===== src/rtl/rom_stream_dumper.sv =====
// Streams ROM words 0..last_address to a host, one word per host sck pulse; ack follows the ROM read by one cycle.
// Stalls on sck (host), rom_busy and rom_initialized; dump low aborts the session and drops any pending read.
module rom_stream_dumper #(
  parameter int DATA_WIDTH    = 16,
  parameter int ADDRESS_WIDTH = 16
) (
  input  logic                     clk,
  input  logic                     reset_n,
  input  logic                     dump,
  input  logic [ADDRESS_WIDTH-1:0] last_address,
  input  logic                     sck,
  output logic [DATA_WIDTH-1:0]    output_data,
  output logic                     ack,
  output logic                     done,
  input  logic                     rom_busy,
  input  logic                     rom_initialized,
  input  logic [DATA_WIDTH-1:0]    rom_data,
  output logic                     rom_request,
  output logic [ADDRESS_WIDTH-1:0] rom_address
);

  localparam logic [2:0] IDLE         = 3'd0;
  localparam logic [2:0] WAIT_SCK     = 3'd1;
  localparam logic [2:0] REQUEST      = 3'd2;
  localparam logic [2:0] READING      = 3'd3;
  localparam logic [2:0] WAIT_SCK_LOW = 3'd4;
  localparam logic [2:0] DONE         = 3'd5;

  logic [2:0]               state;
  logic                     dump_prev;
  logic [ADDRESS_WIDTH-1:0] addr;
  logic [ADDRESS_WIDTH-1:0] last_addr_q;

  assign rom_address = addr;

  always_ff @(posedge clk) begin
    if (!reset_n) begin
      state       <= IDLE;
      dump_prev   <= 1'b0;
      addr        <= '0;
      last_addr_q <= '0;
      output_data <= '0;
      ack         <= 1'b0;
      done        <= 1'b0;
      rom_request <= 1'b0;
    end else begin
      dump_prev <= dump;
      ack       <= 1'b0;
      if (dump && !dump_prev) begin
        state       <= WAIT_SCK;
        addr        <= '0;
        last_addr_q <= last_address;
        rom_request <= 1'b0;
        done        <= 1'b0;
      end else if (!dump) begin
        // Abort: the counter is left untouched so the host can see where it stopped.
        state       <= IDLE;
        rom_request <= 1'b0;
        done        <= 1'b0;
      end else begin
        case (state)
          WAIT_SCK: begin
            if (sck && !rom_busy && rom_initialized) begin
              rom_request <= 1'b1;
              state       <= REQUEST;
            end
          end
          REQUEST: begin
            if (rom_busy) begin
              rom_request <= 1'b0;
              state       <= READING;
            end
          end
          READING: begin
            if (!rom_busy) begin
              output_data <= rom_data;
              ack         <= 1'b1;
              state       <= WAIT_SCK_LOW;
            end
          end
          WAIT_SCK_LOW: begin
            // Comparing before incrementing keeps an all-ones last_address from wrapping to 0.
            if (!sck) begin
              if (addr == last_addr_q) begin
                state <= DONE;
                done  <= 1'b1;
              end else begin
                addr  <= addr + {{(ADDRESS_WIDTH-1){1'b0}}, 1'b1};
                state <= WAIT_SCK;
              end
            end
          end
          DONE: begin
            done <= 1'b1;
          end
          default: begin
            state <= IDLE;
          end
        endcase
      end
    end
  end

endmodule


===== config.mk =====
export PLATFORM = sky130hd
export DESIGN_NAME = rom_stream_dumper
export DESIGN_NICKNAME = d
export VERILOG_FILES = /design/src/rtl/rom_stream_dumper.sv
export SDC_FILE = /design/constraint.sdc
export NUM_CORES = 1
export LEC_CHECK = 0
export ABC_AREA = 0
export BUFFER_PORTS_ARGS = -buffer_cell sky130_fd_sc_hd__buf_2
export CAP_MARGIN = 25
export CORE_AREA = 5 5 74 76
export CTS_BUF_LIST = sky130_fd_sc_hd__clkbuf_8
export DETAILED_ROUTE_END_ITERATION = 12
export DIE_AREA = 0 0 79 81
export PLACE_DENSITY = 0.84
export SLEW_MARGIN = 5
export SYNTH_ARGS = -nofsm -noshare
export SYNTH_HDL_FRONTEND = slang
export SYNTH_SLANG_ARGS = --single-unit

===== constraint.sdc =====
create_clock -name clk -period 4.67 [get_ports clk]
set_input_delay 0.934 -clock clk [delete_from_list [all_inputs] [get_ports clk]]
set_output_delay 0.934 -clock clk [all_outputs]
set_load 0.01 [all_outputs]

==> flow_metrics.tcl <==
set metrics [dict create \
    status "finished, final reports clean" \
    p_leak_nw 1.17 \
    drive_above_1_share_pct 24.3 \
    slew_viol_final 0 \
    fin_nets 400 \
    antenna_cells 0 \
    grt_antenna_before_repair 0 \
    finalSetupTns_ps 0 \
    start_util_pct 53.2 \
    wirelength_mm 5.85 \
    cts_hold_buf 0 \
    final.setup_skew_ps 3.87 \
    grt_setup_unrepaired "false" \
    gp_congestion 0.830 \
    first_pass_iters 4 \
    clkSinkCount 55 \
    insertion_delay_ps 300 \
    fin_crit_sh_pct 52.7 \
    critPathLaunch "dump" \
    hp-start "output_data[2]$_SDFFE_PN0P_" \
    synth_top_area_share_pct 44.4 \
    crit_path_max_fanout 18 \
    grt_pass1_vias 2228 \
    r2r-start "dump_prev$_SDFF_PN0_" \
    ys_seq_area_share_pct 44.4 \
    portBuffers 72 \
    syn_nets 336 \
    multi_input_area_um2 1300 \
    core-area_um2 4660 \
    grt_usage_pct 19.3 \
    rows 25 \
    hold_viol 0 \
    startpoint_type "input port" \
    hpwl_mm 4.34 \
    placed_area_um2 2850 \
    synth_fa_ha_area_share_pct 0.505 \
    fillers 399 \
    seq_area_um2 1100 \
    yosys.cell_count.top_type "nand2_1" \
    yosysUniqueCellTypes 35 \
    final_cell_area_um2 2980 \
    die_w_um 79 \
    ys.warnings.count 0 \
    cts_root_buf "clkbuf_8" \
    synth_top_family_by_area "simple AND/OR/NAND/NOR gates" \
    ys_ff_latch 55 \
    area_growth_pct 20.2 \
    synth_xor_area_share_pct 5.66 \
    synth-simple-area-share_pct 27.7 \
    synthMuxAreaShare_pct 0 \
    hold_path.class "reg -> reg" \
    clk_transition_reported_paths_ps 90 \
    vias 2271 \
    viasPerCell 5.46 \
    synth.cell_area_um2 2480 \
    post_cts_buffers 0 \
    cts_resized 0 \
    die_area_um2 6400 \
    synth_edf_count 0 \
    clockBufferDepth 2 \
    worstMarginPinSlew_ps 656 \
    cp-end-kind "flop" \
    drt_first_iter_violations 148 \
    synth_area_per_cell_um2 8.34 \
    crit_type "in -> reg" \
    die_y_um 81 \
    netlist_top_cells_area "dfxtp_1, nand2_1, a21boi_0" \
    ys.flop_type "dfxtp_1" \
    htreeDepth 2 \
    drc_errors 0 \
    post_drt_wl_per_cell_um 14.1 \
    synth_compound_area_share_pct 18.7 \
    max_freq_ghz 0.407 \
    timing.critical_path.required_ps 4910 \
    timing.final.crit_period_ps 2460 \
    cts_tree "built" \
    synth_top_cell_by_area "dfxtp_1" \
    synth_cells 297 \
    vdd_drop_max_mv 0.188 \
    synth_common_cells "nand2_1, dfxtp_1, a21boi_0, xnor2_1" \
    numCtsBuffers 5 \
    maxSlewHeadroom_pct 56.1 \
    crit_arrival_ps 2700 \
    overflow 0 \
    postRouteAntennaNets 0 \
    grt_pass1_wl_mm 9.97 \
    pin_count 73 \
    drv_cap 0 \
    finalPower_mw 0.883 \
    p_per_area_nw_per_um2 297 \
    grt_max_degree 37 \
    synthArstFlopShare_pct 0 \
    finalSetupViolCount 0 \
]
-- sequential cells by signal, indices dropped and copies added (netlist names) --
signal	cells
output_data	16
last_addr_q	16
dump_prev	1
rom_address	16
done	1
ack	1
state	3
rom_request	1
-- cells by family after synthesis --
logic type | Yosys count
AND/OR/NAND/NOR | 135
flip-flops | 55
XOR/XNOR | 16
adder cells (fa/ha/maj) | 1
buffers and inverters | 19
AO/OA/AOI/OAI | 71
-- area by class of cell --
type                    count  share of cell area (%)
inverters                   2                   0.252
clock buffers               6                    2.77
multi-input cells         223                    43.7
well taps                  54                    2.27
repair buffers             74                    12.9
clock inverters             2                    1.18
flip-flops and latches     55                    37.0
-- layout by cell type (no fill, tap or decap), drive strengths merged, types with 2 or more instances in the layout --
cell type | Yosys | layout
nor2 | 3 | 3
a21boi | 33 | 33
and3 | 3 | 3
and2 | 5 | 5
xnor2 | 16 | 16
nand3 | 6 | 6
o21ai | 14 | 14
nor4 | 2 | 2
o211ai | 2 | 2
and4 | 2 | 2
inv | 2 | 2
dfxtp | 55 | 55
a21oi | 14 | 14
buf | 5 | 74
or4 | 4 | 4
clkbuf | 12 | 6
nand2b | 3 | 3
nand4 | 9 | 9
nand2 | 77 | 77
a211oi | 5 | 5
nor3 | 5 | 5
or3 | 11 | 11
-- stage by stage --
step	setup WS [ps]	hold WS [ps]	utilization, %	std cells
after floorplan	2390	456	-	297
after global placement	1960	448	60.9	406
after detailed placement	1900	454	61.2	407
after CTS	2230	467	63.7	415
after global routing	2080	485	63.9	416
final	2210	463	63.9	416
-- power by group --
| group | internal (mW) | switching, mW |
|---|---|---|
| registers | 0.477 | 0.00671 |
| logic | 0.0337 | 0.0397 |
| clock network | 0.174 | 0.152 |
| total | 0.685 | 0.198 |
-- path summary, 6_finish.rpt --
check | slack [ps] | cells after the start | endpoint
setup reg to reg | 2590 | 4 | rom_address[8]$_SDFFE_PP0P_
hold / removal | 460 | 2 | output_data[2]$_SDFFE_PN0P_
hold reg to reg | 460 | 2 | output_data[2]$_SDFFE_PN0P_
setup / recovery | 2210 | 5 | rom_address[8]$_SDFFE_PP0P_
-- layer usage --
| metal | share of wire (%) | routed length [um] | GRT usage (%) |
|---|---|---|---|
| met5 | 0 | 0 | 0 |
| met4 | 1.0 | 61 | 6.01 |
| met3 | 8.3 | 484 | 6.10 |
| met2 | 48 | 2820 | 33.2 |
| met1 | 43 | 2490 | 22.9 |
-- worst max-delay path: stages --
cell and delay, ps:
buf_2 120, or2b_1 510, nand2_1 460, or4_1 580, o21ai_0 80
No activity file was read; power rests on OpenSTA's default activity.
